--- src/rtl/run_ctrl_pkg.sv ---
// -----------------------------------------------------------------------------
// run_ctrl_pkg
// Shared types and widths for the run/step/halt sequencer.
//   state_t : sequencer states (IDLE, RUN, STEP, HALTED)
//   cause_t : last stop cause reported on CAUSE
//   STATE_W / CAUSE_W : encoding widths for state and cause registers
// -----------------------------------------------------------------------------
package run_ctrl_pkg;

  localparam int STATE_W = 2;
  localparam int CAUSE_W = 2;

  typedef enum logic [STATE_W-1:0] {
    IDLE   = 2'd0,
    RUN    = 2'd1,
    STEP   = 2'd2,
    HALTED = 2'd3
  } state_t;

  typedef enum logic [CAUSE_W-1:0] {
    NONE   = 2'd0,
    HALT   = 2'd1,
    BUDGET = 2'd2,
    STOP   = 2'd3
  } cause_t;

endpackage

--- src/rtl/run_ctrl_if.sv ---
// -----------------------------------------------------------------------------
// run_ctrl_if
// Control/status bundle between the debug front end and the sequencer.
//   START/STOP/STEP : single-cycle command pulses
//   BUDGET          : cycle limit (0 = unlimited), captured on START
//   HALT_REQ        : core retired a halt instruction
//   CE              : core clock-enable
//   RUNNING/HALTED  : state flags
//   CAUSE           : last stop cause
//   CYCLES          : saturating count of enabled cycles
// Modports: master = front end (drives commands), slave = run_ctrl.
// -----------------------------------------------------------------------------
interface run_ctrl_if #(
  parameter int CNT_WIDTH = 32
) ();
  import run_ctrl_pkg::*;

  logic                 START;
  logic                 STOP;
  logic                 STEP;
  logic [CNT_WIDTH-1:0] BUDGET;
  logic                 HALT_REQ;
  logic                 CE;
  logic                 RUNNING;
  logic                 HALTED;
  logic [CAUSE_W-1:0]   CAUSE;
  logic [CNT_WIDTH-1:0] CYCLES;

  modport master (
    output START, STOP, STEP, BUDGET, HALT_REQ,
    input  CE, RUNNING, HALTED, CAUSE, CYCLES
  );

  modport slave (
    input  START, STOP, STEP, BUDGET, HALT_REQ,
    output CE, RUNNING, HALTED, CAUSE, CYCLES
  );

endinterface

--- src/rtl/run_ctrl_sat_counter.sv ---
// -----------------------------------------------------------------------------
// sat_counter
// Up-counter that sticks at all-ones instead of wrapping.
//   CLOCK : clock, rising edge
//   RESET : synchronous active-high reset, clears Q
//   CLR   : synchronous clear, wins over INC
//   INC   : count enable
//   Q     : current count
// -----------------------------------------------------------------------------
module sat_counter #(
  parameter int WIDTH = 32
) (
  input  logic             CLOCK,
  input  logic             RESET,
  input  logic             CLR,
  input  logic             INC,
  output logic [WIDTH-1:0] Q
);

  logic [WIDTH-1:0] r_q;
  logic             w_full;

  assign w_full = &r_q;

  always_ff @(posedge CLOCK) begin
    if (RESET) begin
      r_q <= '0;
    end else if (CLR) begin
      r_q <= '0;
    end else if (INC && !w_full) begin
      r_q <= r_q + {{(WIDTH-1){1'b0}}, 1'b1};
    end
  end

  assign Q = r_q;

endmodule

--- src/rtl/run_ctrl.sv ---
// -----------------------------------------------------------------------------
// run_ctrl
// Run/step/halt sequencer producing the core clock-enable.
//   CLOCK : clock, rising edge
//   RESET : synchronous active-high reset (overrides every command)
//   bus   : run_ctrl_if.slave -- commands, BUDGET, HALT_REQ in;
//           CE, RUNNING, HALTED, CAUSE, CYCLES out
// All outputs are decoded from registers only, so a command sampled at
// edge n shows up on CE in the cycle after n.
// -----------------------------------------------------------------------------
module run_ctrl
  import run_ctrl_pkg::*;
#(
  parameter int CNT_WIDTH = 32
) (
  input  logic     CLOCK,
  input  logic     RESET,
  run_ctrl_if.slave bus
);

  localparam logic [STATE_W-1:0] S_IDLE   = IDLE;
  localparam logic [STATE_W-1:0] S_RUN    = RUN;
  localparam logic [STATE_W-1:0] S_STEP   = STEP;
  localparam logic [STATE_W-1:0] S_HALTED = HALTED;

  localparam logic [CAUSE_W-1:0] C_NONE   = NONE;
  localparam logic [CAUSE_W-1:0] C_HALT   = HALT;
  localparam logic [CAUSE_W-1:0] C_BUDGET = BUDGET;
  localparam logic [CAUSE_W-1:0] C_STOP   = STOP;

  logic [STATE_W-1:0]   r_state,  w_state_nxt;
  logic [CAUSE_W-1:0]   r_cause,  w_cause_nxt;
  logic [CNT_WIDTH-1:0] r_budget, w_budget_nxt;

  logic                 w_ce;
  logic                 w_cnt_clr;
  logic [CNT_WIDTH-1:0] w_cycles;
  logic [CNT_WIDTH-1:0] w_cycles_inc;
  logic                 w_start_over;
  logic                 w_run_over;

  // CE is a pure state decode so it is glitch-free and registered-timed.
  assign w_ce = (r_state == S_RUN) || (r_state == S_STEP);

  // Count value after this edge, clamped at all-ones so the budget compare
  // never sees a wrapped value once the counter has saturated.
  assign w_cycles_inc = (&w_cycles) ? w_cycles
                                    : w_cycles + {{(CNT_WIDTH-1){1'b0}}, 1'b1};

  // A resume whose budget is already used up must not enable a single cycle.
  assign w_start_over = (bus.BUDGET != '0) && (w_cycles >= bus.BUDGET);

  // Checked on the edge that closes a RUN cycle: that cycle is already
  // counted, so the last enabled cycle is the one that reaches the budget.
  assign w_run_over = (r_budget != '0) && (w_cycles_inc >= r_budget);

  always_comb begin
    w_state_nxt  = r_state;
    w_cause_nxt  = r_cause;
    w_budget_nxt = r_budget;
    w_cnt_clr    = 1'b0;
    case (r_state)
      S_IDLE: begin
        if (bus.START) begin
          w_budget_nxt = bus.BUDGET;
          if (w_start_over) begin
            w_state_nxt = S_HALTED;
            w_cause_nxt = C_BUDGET;
          end else begin
            w_state_nxt = S_RUN;
            w_cause_nxt = C_NONE;
          end
        end else if (bus.STEP) begin
          w_state_nxt = S_STEP;
        end
      end
      S_RUN: begin
        // HALT_REQ beats the budget, which beats STOP.
        if (bus.HALT_REQ) begin
          w_state_nxt = S_HALTED;
          w_cause_nxt = C_HALT;
        end else if (w_run_over) begin
          w_state_nxt = S_HALTED;
          w_cause_nxt = C_BUDGET;
        end else if (bus.STOP) begin
          w_state_nxt = S_IDLE;
          w_cause_nxt = C_STOP;
        end
      end
      S_STEP: begin
        // Single enabled cycle; budget deliberately not consulted here.
        if (bus.HALT_REQ) begin
          w_state_nxt = S_HALTED;
          w_cause_nxt = C_HALT;
        end else begin
          w_state_nxt = S_IDLE;
        end
      end
      S_HALTED: begin
        // Only START leaves HALTED, and it is a full restart from zero.
        if (bus.START) begin
          w_cnt_clr    = 1'b1;
          w_budget_nxt = bus.BUDGET;
          w_cause_nxt  = C_NONE;
          w_state_nxt  = S_RUN;
        end
      end
      default: begin
        w_state_nxt = S_IDLE;
      end
    endcase
  end

  always_ff @(posedge CLOCK) begin
    if (RESET) begin
      r_state  <= S_IDLE;
      r_cause  <= C_NONE;
      r_budget <= '0;
    end else begin
      r_state  <= w_state_nxt;
      r_cause  <= w_cause_nxt;
      r_budget <= w_budget_nxt;
    end
  end

  sat_counter #(
    .WIDTH (CNT_WIDTH)
  ) u_cycles (
    .CLOCK (CLOCK),
    .RESET (RESET),
    .CLR   (w_cnt_clr),
    .INC   (w_ce),
    .Q     (w_cycles)
  );

  assign bus.CE      = w_ce;
  assign bus.RUNNING = w_ce;
  assign bus.HALTED  = (r_state == S_HALTED);
  assign bus.CAUSE   = r_cause;
  assign bus.CYCLES  = w_cycles;

endmodule

--- src/flat_wrapper.sv ---
// flat-port wrapper written by rule: the top's interface ports become plain ports
module run_ctrl_flat import run_ctrl_pkg::*;
#(
  parameter int CNT_WIDTH = 32
)
  (CLOCK, RESET, bus_START, bus_STOP, bus_STEP, bus_BUDGET, bus_HALT_REQ, bus_CE, bus_RUNNING, bus_HALTED, bus_CAUSE, bus_CYCLES);
  run_ctrl_if #(.CNT_WIDTH(CNT_WIDTH)) bus_i ();
  input  logic CLOCK;
  input  logic RESET;
  input wire logic [$bits(bus_i.START)-1:0] bus_START;
  input wire logic [$bits(bus_i.STOP)-1:0] bus_STOP;
  input wire logic [$bits(bus_i.STEP)-1:0] bus_STEP;
  input wire logic [$bits(bus_i.BUDGET)-1:0] bus_BUDGET;
  input wire logic [$bits(bus_i.HALT_REQ)-1:0] bus_HALT_REQ;
  output wire logic [$bits(bus_i.CE)-1:0] bus_CE;
  output wire logic [$bits(bus_i.RUNNING)-1:0] bus_RUNNING;
  output wire logic [$bits(bus_i.HALTED)-1:0] bus_HALTED;
  output wire logic [$bits(bus_i.CAUSE)-1:0] bus_CAUSE;
  output wire logic [$bits(bus_i.CYCLES)-1:0] bus_CYCLES;
  assign bus_i.START = bus_START;
  assign bus_i.STOP = bus_STOP;
  assign bus_i.STEP = bus_STEP;
  assign bus_i.BUDGET = bus_BUDGET;
  assign bus_i.HALT_REQ = bus_HALT_REQ;
  assign bus_CE = bus_i.CE;
  assign bus_RUNNING = bus_i.RUNNING;
  assign bus_HALTED = bus_i.HALTED;
  assign bus_CAUSE = bus_i.CAUSE;
  assign bus_CYCLES = bus_i.CYCLES;
  run_ctrl #(.CNT_WIDTH(CNT_WIDTH)) u_core (.CLOCK(CLOCK), .RESET(RESET), .bus(bus_i));
endmodule
--- config.mk ---
export PLATFORM = sky130hd
export DESIGN_NAME = run_ctrl_flat
export DESIGN_NICKNAME = d
export VERILOG_FILES = /design/src/rtl/run_ctrl_pkg.sv /design/src/rtl/run_ctrl_if.sv /design/src/rtl/run_ctrl_sat_counter.sv /design/src/rtl/run_ctrl.sv /design/src/flat_wrapper.sv
export SDC_FILE = /design/constraint.sdc
export NUM_CORES = 1
export LEC_CHECK = 0
export ABC_AREA = 0
export BUFFER_PORTS_ARGS = -buffer_cell sky130_fd_sc_hd__buf_2
export CORE_MARGIN = 2
export CORE_UTILIZATION = 45
export CTS_CLUSTER_SIZE = 40
export DETAILED_ROUTE_END_ITERATION = 12
export GPL_ROUTABILITY_DRIVEN = 0
export PLACE_DENSITY_LB_ADDON = 0.05
export SLEW_MARGIN = 20
export SYNTH_ARGS = -nofsm -noshare
export SYNTH_HDL_FRONTEND = slang
export SYNTH_SLANG_ARGS = --single-unit
export TNS_END_PERCENT = 10
--- constraint.sdc ---
create_clock -name CLOCK -period 4.99 [get_ports CLOCK]
set_input_delay 0.998 -clock CLOCK [delete_from_list [all_inputs] [get_ports CLOCK]]
set_output_delay 0.998 -clock CLOCK [all_outputs]
set_load 0.01 [all_outputs]
==> results of run 1 <==
-- per-stage QoR --
step           setup slack [ns]  instance area [um2]  total power [mW]
6_report                  0.530                 5980              2.01
5_1_grt                  0.0966                 5980              2.13
4_1_cts                   0.455                 5970              2.02
3_5_place_dp              0.472                 5640              1.29
3_3_place_gp              0.621                 5630              1.28
2_1_floorplan             0.813                 5160              1.11
-- final cells by class --
| class | count | area, um2 |
|---|---|---|
| Inverter | 73 | 274 |
| Timing Repair Buffer | 81 | 423 |
| Clock inverter | 4 | 70.1 |
| Clock buffer | 12 | 267 |
| Tap cell | 143 | 179 |
| Multi-Input combinational cell | 532 | 3400 |
| Sequential cell | 68 | 1360 |
| Fill cell | 1133 | 5340 |
-- power by group --
| part | total, mW | switching (mW) | internal, mW |
|---|---|---|---|
| Sequential | 0.661 | 0.0559 | 0.605 |
| Clock | 0.724 | 0.248 | 0.477 |
| Combinational | 0.625 | 0.399 | 0.226 |
| Total | 2.01 | 0.702 | 1.31 |
-- sequential cells by signal, indices dropped and copies added (netlist names) --
signal	cells
u_core.r_budget	32
u_core.u_cycles.Q	32
u_core.bus.CAUSE	2
u_core.r_state	2
-- worst max-delay path, stage by stage, from the launching register on --
cell,delay [ns]
dfxtp_1,0.44
ha_1,0.29
nand4_1,0.20
or4_4,0.50
or3_1,0.49
nor3_2,0.24
xnor2_1,0.16
nand2_1,0.07
ha_1,0.32
nand4_1,0.13
nor4_1,0.41
a221oi_1,0.16
a31oi_1,0.24
a21o_1,0.20
o21ai_0,0.14
o41ai_1,0.37
-- timing repair --
action,in CTS,in global routing
gates resized for setup,0,1
hold endpoints to repair,0,0
hold buffers,0,0
setup endpoints to repair,0,1
-- cells in the final DEF, fill, tap and decap left out, types with 3 or more instances in the layout --
| master | count |
|---|---|
| nand2_1 | 130 |
| buf_2 | 74 |
| inv_1 | 73 |
| ha_1 | 69 |
| dfxtp_1 | 68 |
| a21oi_1 | 60 |
| nor2_1 | 57 |
| xnor2_1 | 27 |
| xor2_1 | 24 |
| nand4_1 | 22 |
| nor4_1 | 21 |
| nand3_1 | 20 |
| o21ai_0 | 17 |
| and3_1 | 9 |
| clkbuf_16 | 9 |
| buf_4 | 7 |
| nor3_1 | 6 |
| a221oi_1 | 6 |
| or3_1 | 5 |
| a31oi_1 | 5 |
| a21o_1 | 5 |
| and4_1 | 4 |
| nand2b_1 | 4 |
| nor2b_1 | 3 |
| or2_2 | 3 |
| nor3b_1 | 3 |
| clkbuf_8 | 3 |
-- layer usage --
layer | vias to the layer above | track usage [%]
met2 | 118 | 37.6
li1 | 2525 | -
met1 | 2334 | 36.4
met5 | - | 0
met4 | 0 | 6.91
met3 | 12 | 3.50
-- path summary, 6_finish.rpt --
kind,start,endpoint,slack (ns)
worst max-delay path,u_core.u_cycles.Q[1],u_core.bus.CAUSE[0],0.53
worst min-delay path,u_core.r_budget[19],u_core.r_budget[19],0.47
worst min register to register,u_core.r_budget[19],u_core.r_budget[19],0.47
worst max register to register,u_core.u_cycles.Q[1],u_core.bus.CAUSE[0],0.53
-- logic make-up (layout without fill, tap and decap cells) --
| group | Yosys count | after routing | synth area share [%] |
|---|---|---|---|
| AND/OR/NAND/NOR | 296 | 296 | 26.6 |
| adder cells (fa/ha/maj) | 69 | 69 | 16.7 |
| multiplexers | 4 | 4 | 0.824 |
| XOR/XNOR | 51 | 51 | 8.65 |
| buffers and inverters | 101 | 170 | 7.92 |
| flip-flops | 68 | 68 | 26.4 |
| AO/OA/AOI/OAI | 112 | 112 | 12.9 |
==> metrics.cfg, run 1 <==
[synth]
synth_top_area_share_pct=26.4
avgSynthCellArea_um2=7.37
syn_nets=808
syn_inst=701
synthTopCellsByCount=131 x nand2_1, 73 x inv_1, 69 x ha_1
synth_seq_cells=68
syn-cell-area_mm2=0.00516
yosysSeqAreaShare_pct=26.4
post-synth-top-area-cell=dfxtp_1
synth_edf_count=0
yosysMostFrequentCell=nand2_1
synthTopCellsByArea=dfxtp_1 26%, ha_1 17%, nand2_1 9.5%
ys.flop_type=dfxtp_1
yosys_warnings=0
synth.distinct_cells=50
synth_async_sr_flop_share_pct=0

[clocking]
cts_buffer_depth=2
cts_max_level=3
clkSinkCount=68
cts_tree=done
root_buffer=clkbuf_16
clk_pin_slew_ns=0.06
insertion_delay_ns=0.34
post_cts_buffers=0
cts_buffers=9

[floorplan]
floorplan.initialDensity_pct=45.6
num_io_pins=75
dieHeight_um=111
die-area_mm2=0.0124
die_x_um=111
core_mm2=0.0113
rows=39

[place]
placed_cells=897
dpl.hpwl_mm=11.8
port_buffers=74

[cells_and_area]
n_antenna_cell=0
area_growth_pct=15.7
stdcell_count=913
final_layout_size_suffix_gt1_share_pct=14.4
nNetsFinal=872
final_util_pct=52.8

[timing]
max_clock_freq_mhz=224
drv_slew=0
grt_setup_unrepaired=no
setup_viol=0
slew-limit-headroom_pct=49.8
setup_tns_ns=0
fin_crit_ns=4.46
hold_viol=0
fin_hold_ws_ns=0.469
finClkSkew_ns=0.00655
worst_pin_slew_ns=0.753
post-route-period-util_pct=89.4

[grt]
grt_overflow=0
grt_pass1_wl_mm=24.2
antenna_found_initial=0
grt_usage_pct=24.7
grt_pass1_vias=4608
grt_max_degree=38

[setup_path]
critPathKind=register to register
crit_arrival_ns=4.69
reg2reg_depth=15
endpoint_kind=register
cp_max_fo=7
startpoint_type=register
required_ns=5.22

[route]
vias=4989
drt_wl_total_mm=15.1
met1_length_mm=7.65
dr.pass1.iters=5
avgViaCountPerCell=5.46
post_drt_wl_per_cell_um=16.6
met3_length_um=717
drtIter0Drc=391
ant_nets=0
dr.max_layer_used=met4
dr_wl_met2_mm=6.59
route.detailed.drc=0

[pwr]
p_per_area_mw_per_mm2=336
power.leakage_nw=2.84
vdd_drop_max_mv=0.213

[job]
max-cap-violations=0

[min_path]
hold_class=register to register
whs_path_depth=2

[outcome]
outcome=completed

No activity file was read; power rests on OpenSTA's default activity.
==> run 2, diff against run 1 <==
--- a/config.mk
+++ b/config.mk
@@ -7,8 +7,10 @@
 export LEC_CHECK = 0
 export ABC_AREA = 0
 export BUFFER_PORTS_ARGS = -buffer_cell sky130_fd_sc_hd__buf_2
+export CAP_MARGIN = 20
 export CORE_MARGIN = 2
 export CORE_UTILIZATION = 45
+export CTS_BUF_LIST = sky130_fd_sc_hd__clkbuf_16
 export CTS_CLUSTER_SIZE = 40
 export DETAILED_ROUTE_END_ITERATION = 12
 export GPL_ROUTABILITY_DRIVEN = 0
==> run 2 against run 1 <==
Compared with the run above: global-route usage barely moved; final area down 0.50%; routed wire length shrank 0.30%; critical endpoint unchanged; highest routed layer unchanged.
==> metrics.cfg, run 2 (synthesis gave the netlist of run 1 again) <==
[floorplan]
die-area_mm2=0.0124
floorplan.initialDensity_pct=45.6
die_x_um=111
num_io_pins=75
rows=39
core_mm2=0.0113
dieHeight_um=111

[grt]
grt_pass1_vias=4602
grt_overflow=0
antenna_found_initial=0
grt_max_degree=38
grt_pass1_wl_mm=24.1
grt_usage_pct=24.6

[setup_path]
crit_buf_inv=0
critPathMaxStageDelay_ns=0.49
endpoint_kind=register
crit_path_cell_trace=ha_1 -> nand4_1 -> or4_4 -> or3_1 -> nor3_2 -> xnor2_1 -> nand2_1 -> ha_1 -> nand4_1 -> nor4_1 -> a221oi_1 -> a31oi_1 -> a21o_1 -> o21ai_0 -> o41ai_1
cp_top_family=simple AND/OR/NAND/NOR gates
required_ns=5.22
cp_max_fo=7
crit_arrival_ns=4.70
startpoint_type=register
r2r_setup_slack_ns=0.52
cp_slowest_cell=or4_4
critPathKind=register to register

[route]
avgViaCountPerCell=5.48
vias=5007
drt_wl_total_mm=15.1
dr.pass1.iters=5
drtIter0Drc=379
route.detailed.drc=0
post_drt_wl_per_cell_um=16.5
ant_nets=0

[timing]
grt_setup_unrepaired=no
setup_viol=0
finClkSkew_ns=0.00697
post-route-period-util_pct=89.6
worst_pin_slew_ns=0.743
hold_viol=0
fin_crit_ns=4.47
setup_tns_ns=0
slew-limit-headroom_pct=50.4
max_clock_freq_mhz=224
drv_slew=0

[place]
dpl.hpwl_mm=11.8
port_buffers=74

[clocking]
clk_pin_slew_ns=0.06
clkSinkCount=68
root_buffer=clkbuf_16
insertion_delay_ns=0.34
cts_max_level=3
post_cts_buffers=0
cts_buffer_depth=2
ctsHoldBuffers=0
cts_buffers=9
cts_tree=done

[outcome]
outcome=completed

[cells_and_area]
final_util_pct=52.5
n_antenna_cell=0
final_cell_mix=130 x nand2_1, 74 x buf_2, 73 x inv_1
nNetsFinal=872
area_growth_pct=15.2
layout_commonest_cell=nand2_1
final_layout_size_suffix_gt1_share_pct=14.0

[pwr]
power.leakage_nw=2.82
p_per_area_mw_per_mm2=329
vdd_drop_max_mv=0.212

[min_path]
hold_class=register to register

[job]
max-cap-violations=0

run 2: changes by cell type in the layout (fill, tap and decap cells not counted), sizes merged:
cell,previous run,this run
clkbuf,12,9
clkinv,2,5
run 2: per-layer routing:
metal	wire (um)	track usage, %	part of all wire (%)
met5	0	0	0
met4	163	7.16	1.1
met3	818	3.50	5.4
met2	6590	37.5	44
met1	7500	36.2	50
run 2: timing repair:
action	in CTS	in global routing
gates resized for setup	0	1
endpoints found under the hold margin	0	0
setup endpoints to repair	0	1
run 2: cell type report:
class	count	area, um2
timing repair buffer	81	423
inverter	73	274
multi-input combinational	532	3400
tap	143	179
fill	1134	5370
clock inverter	7	81.3
clock buffer	9	225
sequential	68	1360
run 2: stage by stage:
stage               instance area [um2]  power (mW)  hold WS (ns)  instances  setup WS, ns
floorplan                          5160        1.11         0.449        701         0.813
global placement                   5630        1.28         0.462        897         0.621
detailed placement                 5640        1.29         0.468        897         0.472
CTS                                5940        1.97         0.476        913         0.456
global route                       5950        2.08         0.496        913        0.0966
finish                             5950        1.96         0.470        913         0.520
run 2: report_power, final:
group | switching, mW | internal [mW] | leakage (nW)
logic | 0.400 | 0.226 | 2.11
registers | 0.0561 | 0.605 | 0.553
clock network | 0.240 | 0.430 | 0.152
run 2: worst register-to-register path: cells and delay by family (launching register included):
| kind | cells | cell delay [ns] |
|---|---|---|
| XOR/XNOR | 1 | 0.16 |
| AO/OA/AOI/OAI | 5 | 1.11 |
| flip-flops | 1 | 0.44 |
| AND/OR/NAND/NOR | 7 | 2.04 |
| adder cells (fa/ha/maj) | 2 | 0.61 |
run 2: worst paths after layout:
path / from / endpoint / cells after the start
setup / recovery: u_core.u_cycles.Q[1] / u_core.bus.CAUSE[0] / 15
hold / removal: u_core.r_budget[19] / u_core.r_budget[19] / 2
setup reg to reg: u_core.u_cycles.Q[1] / u_core.bus.CAUSE[0] / 15
hold reg to reg: u_core.r_budget[19] / u_core.r_budget[19] / 2
